===== src/rtl/fir_stream_controller_pkg.sv =====
// ----------------------------------------------------------------------------
// fir_stream_controller_pkg
//
// Purpose : shared types for the FIR run sequencer. Holds the controller state
//           encoding and a helper that derives how many zero pads a full
//           convolution needs for a given tap count.
// Ports   : none (package).
// ----------------------------------------------------------------------------
package fir_stream_controller_pkg;

    // One FIR run walks IDLE -> (COEFF) -> STREAM -> PAD -> DRAIN -> DONE -> IDLE.
    typedef enum logic [2:0] {
        IDLE   = 3'd0,
        COEFF  = 3'd1,
        STREAM = 3'd2,
        PAD    = 3'd3,
        DRAIN  = 3'd4,
        DONE   = 3'd5
    } fir_ctrl_state_e;

    // A LENGTH-tap filter needs LENGTH-1 trailing zeros to flush every
    // convolution term; a single-tap filter needs none.
    function automatic int padCycles(input int length);
        return (length > 1) ? length - 1 : 0;
    endfunction

endpackage


===== src/rtl/fir_stream_controller_if.sv =====
// ----------------------------------------------------------------------------
// fir_stream_controller_if
//
// Purpose : valid/ready sample stream between a sample source and the FIR
//           run controller.
// Signals : sampleIn    - signed sample, driven by the source
//           sampleValid - sampleIn is valid, driven by the source
//           sampleReady - consumer can take a sample this cycle
// Modports: master = sample source, slave = controller.
// ----------------------------------------------------------------------------
interface fir_stream_controller_if #(
    parameter int DATA_WIDTH = 8
) ();

    logic signed [DATA_WIDTH-1:0] sampleIn;
    logic                         sampleValid;
    logic                         sampleReady;

    modport master (
        output sampleIn,
        output sampleValid,
        input  sampleReady
    );

    modport slave (
        input  sampleIn,
        input  sampleValid,
        output sampleReady
    );

endinterface


===== src/rtl/fir_stream_controller_valid_delay_line.sv =====
// ----------------------------------------------------------------------------
// valid_delay_line
//
// Purpose : 1-bit shift register that delays the FIR shift-enable so the
//           "this output is a real convolution term" flag lines up with the
//           registered FIR output.
// Ports   : clock     - rising-edge clock
//           reset     - synchronous, active-high; empties the line
//           validIn   - bit shifted in each cycle
//           validOut  - oldest bit (DEPTH cycles after validIn)
//           lineEmpty - no bit is in flight anywhere in the line
// ----------------------------------------------------------------------------
module valid_delay_line #(
    parameter int DEPTH = 2
) (
    input  logic clock,
    input  logic reset,
    input  logic validIn,
    output logic validOut,
    output logic lineEmpty
);

    logic [DEPTH-1:0] line;

    // Shift toward the MSB; the shift form also works for DEPTH == 1.
    always_ff @(posedge clock) begin
        if (reset) begin
            line <= '0;
        end else begin
            line <= (line << 1) | DEPTH'(validIn);
        end
    end

    assign validOut  = line[DEPTH-1];
    assign lineEmpty = (line == '0);

endmodule


===== src/rtl/fir_stream_controller.sv =====
// ----------------------------------------------------------------------------
// fir_stream_controller
//
// Purpose : sequences one FIR run of n_tap_fir. Triggers the coefficient load
//           once per reset, streams numSamples input samples into the FIR,
//           appends LENGTH-1 zero pads for a full convolution, tracks the FIR
//           latency so dataOutValid marks every convolution term, and pulses
//           done at the end of the run.
// Ports   : clock, reset       - rising-edge clock, synchronous active-high reset
//           start, numSamples  - run request and sample count (taken in IDLE)
//           sampleBus          - valid/ready sample stream (slave side)
//           enableFIRCoeff     - enable to setup_FIR_coeff
//           coeffSetFlag       - coefficients loaded, from setup_FIR_coeff
//           loadDataFlag       - per-cycle shift enable to n_tap_fir
//           stopDataLoadFlag   - high in DONE
//           firDataIn          - sample / pad value to n_tap_fir
//           firDataOut         - FIR result from n_tap_fir
//           dataOut            - registered copy of firDataOut
//           dataOutValid       - dataOut holds a convolution term
//           busy, done         - run in progress / one-cycle end-of-run pulse
//           outCount           - dataOutValid pulses of the current run
//                                (only with FIR_CTRL_STATUS_EN defined)
// Config  : FIR_CTRL_STATUS_EN adds the outCount status counter and port.
// ----------------------------------------------------------------------------
module fir_stream_controller
    import fir_stream_controller_pkg::*;
#(
    parameter int LENGTH      = 20,
    parameter int DATA_WIDTH  = 8,
    parameter int COUNT_WIDTH = 16,
    parameter int FIR_LATENCY = 1
) (
    input  logic                           clock,
    input  logic                           reset,
    input  logic                           start,
    input  logic [COUNT_WIDTH-1:0]         numSamples,
    fir_stream_controller_if.slave         sampleBus,
    output logic                           enableFIRCoeff,
    input  logic                           coeffSetFlag,
    output logic                           loadDataFlag,
    output logic                           stopDataLoadFlag,
    output logic signed [DATA_WIDTH-1:0]   firDataIn,
    input  logic signed [2*DATA_WIDTH-1:0] firDataOut,
    output logic signed [2*DATA_WIDTH-1:0] dataOut,
    output logic                           dataOutValid,
    output logic                           busy,
    output logic                           done
`ifdef FIR_CTRL_STATUS_EN
    ,
    output logic [COUNT_WIDTH:0]           outCount
`endif
);

    localparam int PAD_CYCLES = padCycles(LENGTH);

    fir_ctrl_state_e state;
    fir_ctrl_state_e stateNext;

    logic [COUNT_WIDTH-1:0] numLatched;
    logic [COUNT_WIDTH-1:0] sampleCount;
    logic [COUNT_WIDTH-1:0] padCount;
    logic                   coeffLoaded;
    logic                   transfer;
    logic                   lastSample;
    logic                   lastPad;
    logic                   lineEmpty;

    // State-decoded outputs; the state is registered so these are clean.
    assign sampleBus.sampleReady = (state == STREAM);
    assign enableFIRCoeff        = (state == COEFF);
    assign stopDataLoadFlag      = (state == DONE);
    assign done                  = (state == DONE);
    assign busy                  = (state != IDLE);

    assign transfer   = (state == STREAM) && sampleBus.sampleValid;
    // STREAM is only entered with numLatched >= 1, so the subtraction is safe.
    assign lastSample = transfer && (sampleCount == numLatched - COUNT_WIDTH'(1));
    assign lastPad    = (padCount == COUNT_WIDTH'(PAD_CYCLES - 1));

    // State register.
    always_ff @(posedge clock) begin
        if (reset) begin
            state <= IDLE;
        end else begin
            state <= stateNext;
        end
    end

    // Next-state logic. DRAIN also waits for loadDataFlag itself, because the
    // last pad's shift enable is still on its way into the delay line.
    always_comb begin
        stateNext = state;
        case (state)
            IDLE: begin
                if (start) begin
                    if (!coeffLoaded) begin
                        stateNext = COEFF;
                    end else if (numSamples == '0) begin
                        stateNext = DONE;
                    end else begin
                        stateNext = STREAM;
                    end
                end
            end
            COEFF: begin
                if (coeffSetFlag) begin
                    stateNext = (numLatched == '0) ? DONE : STREAM;
                end
            end
            STREAM: begin
                if (lastSample) begin
                    stateNext = (PAD_CYCLES == 0) ? DRAIN : PAD;
                end
            end
            PAD: begin
                if (lastPad) begin
                    stateNext = DRAIN;
                end
            end
            DRAIN: begin
                if (!loadDataFlag && lineEmpty) begin
                    stateNext = DONE;
                end
            end
            DONE: begin
                stateNext = IDLE;
            end
            default: begin
                stateNext = IDLE;
            end
        endcase
    end

    // Run bookkeeping: sample count latch, counters and the once-per-reset
    // coefficient flag.
    always_ff @(posedge clock) begin
        if (reset) begin
            numLatched  <= '0;
            sampleCount <= '0;
            padCount    <= '0;
            coeffLoaded <= 1'b0;
        end else begin
            if (state == IDLE && start) begin
                numLatched  <= numSamples;
                sampleCount <= '0;
                padCount    <= '0;
            end
            if (state == COEFF && coeffSetFlag) begin
                coeffLoaded <= 1'b1;
            end
            if (transfer) begin
                sampleCount <= sampleCount + COUNT_WIDTH'(1);
            end
            if (state == PAD) begin
                padCount <= padCount + COUNT_WIDTH'(1);
            end
        end
    end

    // FIR-facing datapath. A shift enable is issued only for a real transfer
    // or a pad; during bubbles firDataIn simply holds its last value.
    always_ff @(posedge clock) begin
        if (reset) begin
            firDataIn    <= '0;
            loadDataFlag <= 1'b0;
            dataOut      <= '0;
        end else begin
            dataOut      <= firDataOut;
            loadDataFlag <= 1'b0;
            if (transfer) begin
                firDataIn    <= sampleBus.sampleIn;
                loadDataFlag <= 1'b1;
            end else if (state == PAD) begin
                firDataIn    <= '0;
                loadDataFlag <= 1'b1;
            end
        end
    end

    // One extra stage beyond the FIR latency covers the dataOut register.
    valid_delay_line #(
        .DEPTH(FIR_LATENCY + 1)
    ) validLine (
        .clock    (clock),
        .reset    (reset),
        .validIn  (loadDataFlag),
        .validOut (dataOutValid),
        .lineEmpty(lineEmpty)
    );

`ifdef FIR_CTRL_STATUS_EN
    // Output-term counter; cleared by an accepted start, held after DONE.
    always_ff @(posedge clock) begin
        if (reset) begin
            outCount <= '0;
        end else if (state == IDLE && start) begin
            outCount <= '0;
        end else if (dataOutValid) begin
            outCount <= outCount + (COUNT_WIDTH + 1)'(1);
        end
    end
`endif

endmodule


===== src/flat_wrapper.sv =====
// flat-port wrapper written by rule: the top's interface ports become plain ports
module fir_stream_controller_flat import fir_stream_controller_pkg::*;
#(
    parameter int LENGTH      = 20,
    parameter int DATA_WIDTH  = 8,
    parameter int COUNT_WIDTH = 16,
    parameter int FIR_LATENCY = 1
)
  (clock, reset, start, numSamples, enableFIRCoeff, coeffSetFlag, loadDataFlag, stopDataLoadFlag, firDataIn, firDataOut, dataOut, dataOutValid, busy, done, sampleBus_sampleIn, sampleBus_sampleValid, sampleBus_sampleReady);
  fir_stream_controller_if #(.DATA_WIDTH(DATA_WIDTH)) sampleBus_i ();
  input  logic clock;
  input  logic reset;
  input  logic start;
  input  logic [COUNT_WIDTH-1:0] numSamples;
  output logic enableFIRCoeff;
  input  logic coeffSetFlag;
  output logic loadDataFlag;
  output logic stopDataLoadFlag;
  output logic signed [DATA_WIDTH-1:0] firDataIn;
  input  logic signed [2*DATA_WIDTH-1:0] firDataOut;
  output logic signed [2*DATA_WIDTH-1:0] dataOut;
  output logic dataOutValid;
  output logic busy;
  output logic done;
  input wire logic [$bits(sampleBus_i.sampleIn)-1:0] sampleBus_sampleIn;
  input wire logic [$bits(sampleBus_i.sampleValid)-1:0] sampleBus_sampleValid;
  output wire logic [$bits(sampleBus_i.sampleReady)-1:0] sampleBus_sampleReady;
  assign sampleBus_i.sampleIn = sampleBus_sampleIn;
  assign sampleBus_i.sampleValid = sampleBus_sampleValid;
  assign sampleBus_sampleReady = sampleBus_i.sampleReady;
  fir_stream_controller #(.LENGTH(LENGTH), .DATA_WIDTH(DATA_WIDTH), .COUNT_WIDTH(COUNT_WIDTH), .FIR_LATENCY(FIR_LATENCY)) u_core (.clock(clock), .reset(reset), .start(start), .numSamples(numSamples), .sampleBus(sampleBus_i), .enableFIRCoeff(enableFIRCoeff), .coeffSetFlag(coeffSetFlag), .loadDataFlag(loadDataFlag), .stopDataLoadFlag(stopDataLoadFlag), .firDataIn(firDataIn), .firDataOut(firDataOut), .dataOut(dataOut), .dataOutValid(dataOutValid), .busy(busy), .done(done));
endmodule

===== config.mk =====
export PLATFORM = sky130hd
export DESIGN_NAME = fir_stream_controller_flat
export DESIGN_NICKNAME = d
export VERILOG_FILES = /design/src/rtl/fir_stream_controller_pkg.sv /design/src/rtl/fir_stream_controller_if.sv /design/src/rtl/fir_stream_controller_valid_delay_line.sv /design/src/rtl/fir_stream_controller.sv /design/src/flat_wrapper.sv
export SDC_FILE = /design/constraint.sdc
export NUM_CORES = 1
export LEC_CHECK = 0
export BUFFER_PORTS_ARGS = -buffer_cell sky130_fd_sc_hd__buf_4
export CAP_MARGIN = 30
export CORE_ASPECT_RATIO = 0.8
export CORE_MARGIN = 2
export CORE_UTILIZATION = 55
export DETAILED_ROUTE_END_ITERATION = 16
export GPL_TIMING_DRIVEN = 1
export PLACE_DENSITY = 0.87
export SKIP_CTS_REPAIR_TIMING = 1
export SLEW_MARGIN = 20
export SYNTH_ARGS = -nofsm -noshare
export SYNTH_HDL_FRONTEND = slang
export SYNTH_SLANG_ARGS = --single-unit

===== constraint.sdc =====
create_clock -name clock -period 5.7 [get_ports clock]
set_clock_uncertainty 0.1 [all_clocks]
set_input_delay 0.855 -clock clock [delete_from_list [all_inputs] [get_ports clock]]
set_output_delay 0.855 -clock clock [all_outputs]
set_load 0.02 [all_outputs]

### Yosys cells after proc, flatten, opt, wreduce, memory -nomap -nowiden

Cells that the tools add are included.

* reductions and logical operators: 15
* bitwise gates (word level): 1
* mux-type cells: 16
* add/sub/neg operators: 3
* equal/unequal tests: 12

Operators with widths (count)
* $mux W16: 3
* $add A16 B1 Y16 const B: 2
* $logic_not A16 Y1: 2
* $mux W3: 8
* $eq A16 B16 Y1: 1
* $eq A16 B5 Y1 const B: 1
* $mux W8: 2
* $sub A16 B1 Y16 const B: 1
* $pmux W3 S5: 1
* $ne A2 B1 Y1 const B: 4
* $eq A3 B2 Y1 const B: 2
* $eq A3 B3 Y1 const B: 2
* $reduce_bool A2 Y1: 3
* $logic_and A1 B1 Y1: 5
* $reduce_and A5 Y1: 1
* $eq A3 B1 Y1 const B: 1
* $logic_not A3 Y1: 1
* $reduce_bool A3 Y1: 1
* $logic_not A2 Y1: 1
* $mux W1: 2
* $ne A2 B2 Y1 const B: 1
* $or A2 B1 Y2: 1
* $logic_not A1 Y1: 1

* register bits after elaboration: 79
* word-level logic and storage cells: 56

### Longest topological paths before layout

Gate-level depths: netlist of run 1.

* depth after elaboration: 5
* mapped depth: 9
* mapped depth without buffers: 9

### Modules after synthesis

Synthesis of run 1 repeated with hierarchy kept, for this count alone.

* cells, all modules: 460
* area, all modules: 3812.4 um^2

Modules (own cells, without submodules)
* fir_stream_controller: cells an instance 455, area an instance 3753.6 um^2, times used 1, sequential area each 1541.5 um^2
* valid_delay_line: cells an instance 5, area an instance 58.8 um^2, times used 1, sequential area each 40.0 um^2

### Worst setup path before layout of run 1

OpenSTA, ideal clock, no wires.

* path kind: reg2reg
* start point: register u_core.numLatched[2]
* end point: register u_core.state[0]
* path buffers: 1
* library setup time: 0.121 ns
* cell stages (with the launch flop): 9
* path slack: 2.944 ns
* data arrival time: 2.535 ns
* path through: dfxtp_1 > buf_6 > or4_4 > or4b_4 > a2111oi_4 > nand3_2 > nor4_4 > nor2_2 > mux2_4

* longest elaborated chain between the ends: 5
* elaborated cells on any way between the ends: 9

RTL lines
* from (decl): RTL line fir_stream_controller.sv:59 `logic [COUNT_WIDTH-1:0] numLatched;`
* from (signal assigned): RTL line fir_stream_controller.sv:144 `numLatched <= numSamples;`
* $sub A16 B1 Y16: RTL line fir_stream_controller.sv:77 `assign lastSample = transfer && (sampleCount == numLatched - COUNT_WIDTH'(1));`
* $eq A16 B16 Y1: RTL line fir_stream_controller.sv:77
* $logic_and A1 B1 Y1: RTL line fir_stream_controller.sv:77
* $ne A2 B1 Y1 (no source line)
* $reduce_and A5 Y1 (no source line)
* to (signal assigned): RTL line fir_stream_controller.sv:85 `state <= stateNext;`
* to (decl): RTL line fir_stream_controller.sv:56 `fir_ctrl_state_e state;`

Parallel ways exist; a longest one is shown, timed or not. The select of a mux whose other input is x is not followed.
A chain may end at the register's enable or synchronous reset.

### Worst setup path in the final report of run 1

* start point: register u_core.numLatched[0]
* end point: register u_core.state[0]

Same word-level chain as after synthesis.

==> implementation parameters, run 1 <==
Parameter                              Value

Outcome
  Run status    completed

Logic synthesis
  Yosys reg bits    79
  Warning count from the yosys run    0
  Post-synth EDFFs    0
  Post-Synthesis Net Count    525
  Share of synthesized flip-flops with an asynchronous set or reset    0%
  Top_reg_cell synth    sky130_fd_sc_hd__dfxtp_1
  Cells after synthesis    475
  Post-synthesis cell area    a little under 4000 µm²
  Post-synthesis area per instance    8.27 µm²
  Netlist cell types    60
  Sequential cell area fraction in the yosys report    40.3%

Drt
  Antenna Nets Post-Route    0
  Routed vias    3,629
  Detailed Route WL    9190 µm
  Detailed-router iteration count before antenna repair    5
  DRC errors left    0
  Drt first-iter violations    210
  WL/cell    14.7 µm
  Avg Vias per Cell    5.79

Critical path
  Highest net fanout along the worst path    6
  Arrival time worst endpoint    3.08 ns
  Cells along the critical path    or4_4 > or4b_4 > a2111oi_4 > nand3_2 > nor4_4 > nor2_2 > mux2_4
  Cell type group with the largest total delay on the critical path    simple AND/OR/NAND/NOR gates
  CP peak stage delay    0.59 ns
  WS Path Type    reg2reg
  Number of buffers and inverters on the critical path    0
  Capturing element type of the critical path    flop
  Worst setup SP type    flop
  Slowest library cell on the worst path    sky130_fd_sc_hd__or4_4
  CP Data Required Time    slightly below 6 ns

STA
  Transition time of the tightest slew-check pin    0.809 ns
  Worst rel slew slack    between 40% and 50%
  Portion of the clock cycle consumed by the worst path in the final layout    51.4%
  Final Max Tran Viols    0
  RSZ-0062 raised after global routing    no
  Smallest hold slack    between 0.3 and 0.4 ns
  Shortest clock period the worst path allows after layout    2.93 ns
  Final Hold Viols    0
  Final worst-path setup slack    2.77 ns
  Number of setup violations in the final report    0
  Fmax    0.342 GHz
  Post-route setup TNS    0 ns

Clock tree
  Maximum count of clock buffers along a single path    2
  Clock sink count    between 70 and 80
  Clk_lat worst skew    ~0.36 ns
  TritonCTS clock tree    done
  CTS buffer count    9
  Clock Tree Root    sky130_fd_sc_hd__clkbuf_8
  H-tree depth reported by CTS    3
  CTS clk-pin slew, worst paths    0.09 ns

Power and ir drop
  Max IR drop VDD    0.223 mV
  Post-layout power    1.71 mW
  Power density over the cells    364 nW/µm²
  LEAKAGE    roughly 1.8 nW

Global routing
  Maximum number of pins on one net before global-route repair    80
  Wire length of the first global-routing pass    15,600 µm
  Global Route Usage Sum    24.7%
  Number of antenna violations at the first check in global routing    0
  Leftover overflow at the end of global routing    0
  Vias in the first global route    ~3,300

Die
  # IOs    76
  Number of placement rows    27
  Die height    between 70 and 80 µm
  Core Footprint    6890 µm²
  Initial cell density of the core    between 50% and 60%
  Die area    7840 µm²
  Die extent in x    98.5 µm

Flow run
  Count of maximum capacitance violations    0

Final layout
  # diodes    0
  Area growth from synthesis to layout    19.3%
  Leading cell type in the layout, fill and taps excluded    sky130_fd_sc_hd__dfxtp_1
  Multi-input combinational cell area    2170 µm²
  Commonest cells after routing, fill and taps aside    79 x sky130_fd_sc_hd__dfxtp_1, 76 x sky130_fd_sc_hd__buf_4, 63 x sky130_fd_sc_hd__nand2_1
  Sequential standard cell area    1580 µm²
  Post-route design area    between 4000 and 5000 µm²
  Layout cells sized above 1    23.0%
  Final nets    about 590
  Fillers    572

Placed design
  HPWL reported at the end of detailed placement    6500 µm
  Buffers on Ports    75
  Routability-driven placement congestion ratio    between 0.8 and 0.9
  Area after DPL    4470 µm²
  Pre-CTS setup slack    2.79 ns

Min path
  Type of the worst min-delay path    reg2reg
-- synth_stat cells, types with 4 or more instances --
library cell                n  area share (%)
sky130_fd_sc_hd__nor3_1    14             1.8
sky130_fd_sc_hd__xor2_1     7             1.6
sky130_fd_sc_hd__dfxtp_1   79              40
sky130_fd_sc_hd__a31oi_1    4            0.64
sky130_fd_sc_hd__nand4_1    7             1.1
sky130_fd_sc_hd__nand2_1   64             6.1
sky130_fd_sc_hd__ha_1       5             1.6
sky130_fd_sc_hd__clkbuf_1  20             1.9
sky130_fd_sc_hd__nor2_1    33             3.2
sky130_fd_sc_hd__or2_2      7             1.1
sky130_fd_sc_hd__nor3b_1    4            0.76
sky130_fd_sc_hd__xnor2_1   16             3.6
sky130_fd_sc_hd__mux2_2     7             2.0
sky130_fd_sc_hd__and3_1     5            0.80
sky130_fd_sc_hd__a21oi_1   55             7.0
sky130_fd_sc_hd__nor2b_1   21             3.3
sky130_fd_sc_hd__inv_1     10            0.96
sky130_fd_sc_hd__nand3_1   32             4.1
sky130_fd_sc_hd__o21ai_0    9             1.1
sky130_fd_sc_hd__nor4_1     7             1.1
sky130_fd_sc_hd__nand2b_1   6            0.96
-- area by class of cell --
class | instances | area share [%]
multi-input cells | 359 | 46.4
inverters | 10 | 0.801
clock inverters | 6 | 1.63
flip-flops and latches | 79 | 33.8
repair buffers | 76 | 12.2
well taps | 87 | 2.32
clock buffers | 10 | 2.94
-- metal layers --
| metal | global-route usage, % | wire, µm | vias to the layer above |
|---|---|---|---|
| li1 | - | - | 1793 |
| met1 | 34.3 | 4260 | 1655 |
| met2 | 37.1 | 3970 | 164 |
| met3 | 7.18 | 831 | 17 |
| met4 | 7.95 | 127 | 0 |
| met5 | 0 | 0 | - |
-- metrics by stage --
step	instances	utilization, %
floorplan	475	-
global placement	611	64.9
detailed placement	611	64.9
CTS	627	68.0
global route	627	68.0
finish	627	68.0
-- state kept, by name (all words and copies together), names as in the netlist --
signal                 flops
u_core.state               3
u_core.validLine.line      2
u_core.dataOut            16
u_core.firDataIn           8
u_core.loadDataFlag        1
u_core.sampleCount        16
u_core.numLatched         16
u_core.padCount           16
u_core.coeffLoaded         1
-- power by group --
part	total [mW]	internal (mW)	switching [mW]
Combinational	0.590	0.242	0.348
Clock	0.441	0.221	0.220
Sequential	0.676	0.600	0.0754
Total	1.71	1.06	0.644
-- final timing paths --
check                            from                       end  slack (ns)  cells after the start
min reg2reg  u_core.validLine.line[0]  u_core.validLine.line[1]        0.37                      1
max              u_core.numLatched[0]           u_core.state[0]        2.77                      7
max reg2reg      u_core.numLatched[0]           u_core.state[0]        2.77                      7
min          u_core.validLine.line[0]  u_core.validLine.line[1]        0.37                      1
-- logic make-up after synthesis --
logic type,Yosys count,share of synthesized area (%)
xor+xnor,23,5.13
fa+ha+maj,5,1.59
mux,8,2.39
compound gates,91,14.3
simple gates,232,31.7
buf+inv,37,4.65
flops,79,40.3
Power figures use the tool's default switching activity.
==> run 2, diff against run 1 <==
--- a/config.mk
+++ b/config.mk
@@ -9,10 +9,10 @@
 export CAP_MARGIN = 30
 export CORE_ASPECT_RATIO = 0.8
 export CORE_MARGIN = 2
-export CORE_UTILIZATION = 55
+export CORE_UTILIZATION = 50
 export DETAILED_ROUTE_END_ITERATION = 16
 export GPL_TIMING_DRIVEN = 1
-export PLACE_DENSITY = 0.87
+export PLACE_DENSITY = 0.84
 export SKIP_CTS_REPAIR_TIMING = 1
 export SLEW_MARGIN = 20
 export SYNTH_ARGS = -nofsm -noshare
==> constraint.sdc (replaced) <==
create_clock -name clock -period 2.49 [get_ports clock]
set_clock_uncertainty 0.1 [all_clocks]
set_input_delay 0.3735 -clock clock [delete_from_list [all_inputs] [get_ports clock]]
set_output_delay 0.3735 -clock clock [all_outputs]
set_load 0.02 [all_outputs]
==> implementation parameters, run 2 (synthesis results as in run 1) <==
Parameter                              Value

Outcome
  Run status    complete, but fails checks (was completed)
  Violated checks    negative setup slack

Drt
  Avg Vias per Cell    5.61 (was 5.79)
  Detailed Route WL    10,000 µm (was 9190 µm)
  Drt first-iter violations    223 (was 210)
  Detailed-router iteration count before antenna repair    7 (was 5)
  WL/cell    14.8 µm (was 14.7 µm)
  Antenna Nets Post-Route    0 (unchanged)
  DRC errors left    0 (unchanged)
  Routed vias    3,778 (was 3,629)

Final layout
  Commonest cells after routing, fill and taps aside    105 x sky130_fd_sc_hd__buf_4, 78 x sky130_fd_sc_hd__dfxtp_1, 64 x sky130_fd_sc_hd__nand2_1 (was 79 x sky130_fd_sc_hd__dfxtp_1, 76 x sky130_fd_sc_hd__buf_4, 63 x sky130_fd_sc_hd__nand2_1)
  Area growth from synthesis to layout    25.4% (was 19.3%)
  Layout cells sized above 1    26.9% (was 23.0%)
  Leading cell type in the layout, fill and taps excluded    sky130_fd_sc_hd__buf_4 (was sky130_fd_sc_hd__dfxtp_1)
  Fillers    671 (was 572)
  Final nets    614 (was 585)
  # diodes    0 (unchanged)

Clock tree
  Maximum count of clock buffers along a single path    2 (unchanged)
  CTS buffer count    9 (unchanged)
  Clock sink count    79 (unchanged)
  Clock Tree Root    sky130_fd_sc_hd__clkbuf_8 (unchanged)
  CTS clk-pin slew, worst paths    0.09 ns (about the same)
  TritonCTS clock tree    done (unchanged)
  Clk_lat worst skew    0.37 ns (was 0.36 ns)
  H-tree depth reported by CTS    3 (unchanged)

Critical path
  Worst setup path start    u_core.numLatched[0] (unchanged)
  Number of cells on the worst reg-to-reg path    7 (unchanged)
  CP peak stage delay    0.55 ns (was 0.59 ns)
  Worst setup SP type    flop (unchanged)
  Endpoint of the lowest-slack register-to-register path    u_core.state[0] (unchanged)
  Highest net fanout along the worst path    4 (was 6)
  Cell type group with the largest total delay on the critical path    simple AND/OR/NAND/NOR gates (unchanged)
  Arrival time worst endpoint    2.89 ns (was 3.08 ns)
  Number of buffers and inverters on the critical path    0 (unchanged)
  Cells along the critical path    or4_4 > or4b_4 > a2111oi_4 > nand3_2 > nor4_4 > nor2_2 > mux2_4 (unchanged)
  Capturing element type of the critical path    flop (unchanged)
  CP Data Required Time    2.65 ns (was 5.85 ns)
  WS Path Type    reg2reg (unchanged)
  Worst-case register-to-register setup slack    -0.25 ns (was 2.77 ns)
  Critical R2R Launch    u_core.numLatched[0] (unchanged)
  Slowest library cell on the worst path    sky130_fd_sc_hd__or4_4 (unchanged)

Power and ir drop
  Reg power frac    35.5% (was 39.6%)
  LEAKAGE    1.95 nW (was 1.80 nW)
  Post-layout power    4.16 mW (was 1.71 mW)
  Switching Share    37.5% (was 37.7%)
  Fraction of power consumed by combinational cells    39.7% (was 34.6%)
  Max IR drop VDD    0.432 mV (was 0.223 mV)
  Fraction of power consumed by the clock network    24.7% (was 25.9%)
  Power density over the cells    844 nW/µm² (was 364 nW/µm²)
  Net Sw Power    1.56 mW (was 0.644 mW)
  Design internal power    2.60 mW (was 1.06 mW)

STA
  Portion of the clock cycle consumed by the worst path in the final layout    110% (was 51.4%)
  RSZ-0062 raised after global routing    yes (was no)
  Final Max Tran Viols    0 (unchanged)
  Transition time of the tightest slew-check pin    0.499 ns (was 0.809 ns)
  Number of setup violations in the final report    2 (was 0)
  Final worst-path setup slack    -0.247 ns (was 2.77 ns)
  Final Hold Viols    0 (unchanged)
  Fmax    0.365 GHz (was 0.342 GHz)
  Shortest clock period the worst path allows after layout    2.74 ns (was 2.93 ns)
  Worst rel slew slack    66.4% (was 46.0%)
  Post-route setup TNS    -0.329 ns (was 0 ns)

Placed design
  Buffers on Ports    75 (unchanged)
  Routability-driven placement congestion ratio    0.870 (was 0.868)
  Pre-CTS setup slack    -0.186 ns (was 2.79 ns)
  HPWL reported at the end of detailed placement    7340 µm (was 6500 µm)

Die
  Die extent in x    103 µm (was 98.5 µm)
  Die height    83.3 µm (was 79.6 µm)
  Initial cell density of the core    52.4% (was 57.0%)
  # IOs    76 (unchanged)
  Number of placement rows    28 (was 27)
  Core Footprint    7500 µm² (was 6890 µm²)
  Die area    8590 µm² (was 7840 µm²)

Min path
  Hold Path Cell Cnt    2 (was 1)
  Hold endpoint    u_core.dataOut[4] (was u_core.validLine.line[1])
  Hold_sp    firDataOut[4] (was u_core.validLine.line[0])
  Type of the worst min-delay path    in2reg (was reg2reg)

Global routing
  Wire length of the first global-routing pass    16,700 µm (was 15,600 µm)
  Number of antenna violations at the first check in global routing    0 (unchanged)
  Global Route Usage Sum    24.6% (was 24.7%)
  Leftover overflow at the end of global routing    0 (unchanged)
  Vias in the first global route    3,568 (was 3,310)
  Maximum number of pins on one net before global-route repair    35 (was 80)

Flow run
  Count of maximum capacitance violations    0 (unchanged)
## run 2: power by group through the flow
| stage | combinational, mW | clock [mW] | sequential, mW |
|---|---|---|---|
| 3_5_place_dp | 1.62 | 0 | 1.50 |
| 2_1_floorplan | 1.05 | 0 | 1.52 |
| 3_3_place_gp | 1.61 | 0 | 1.49 |
| 5_1_grt | 1.82 | 1.11 | 1.49 |
| 6_report | 1.65 | 1.03 | 1.48 |
| 4_1_cts | 1.64 | 1.05 | 1.47 |
## run 2: layout make-up
cell class | count | area, µm² | area share, %
multi-input cells | 359 | 2170 | 44.1
flip-flops and latches | 79 | 1580 | 32.1
repair buffers | 105 | 788 | 16.0
clock buffers | 10 | 138 | 2.79
well taps | 105 | 131 | 2.67
clock inverters | 6 | 76.3 | 1.55
inverters | 10 | 37.5 | 0.762
## run 2: routing by layer
layer,global-route usage (%),wire length (µm),up-vias
li1,-,-,1851
met1,34.8,4650,1766
met2,36.5,4460,149
met3,7.74,779,12
met4,5.74,108,0
met5,0,0,-
## run 2: worst max path at each step
stage,endpoint,slack (ns),cells after the start
2_1_floorplan,u_core.state[0],-0.09,8
3_3_place_gp,u_core.state[0],-0.11,7
3_5_place_dp,u_core.state[0],-0.19,7
4_1_cts,u_core.state[0],-0.23,7
5_1_grt,u_core.state[0],-0.33,7
6_report,u_core.state[0],-0.25,7
## run 2: per-stage QoR
stage / hold WS [ns] / instance area (µm²) / instances / utilization [%]
4_1_cts: 0.0958 / 4920 / 674 / 65.7
3_5_place_dp: 0.358 / 4710 / 658 / 62.8
5_1_grt: 0.100 / 4920 / 674 / 65.7
2_1_floorplan: 0.339 / 3930 / 475 / -
3_3_place_gp: 0.349 / 4710 / 658 / 62.8
6_report: 0.105 / 4920 / 674 / 65.7
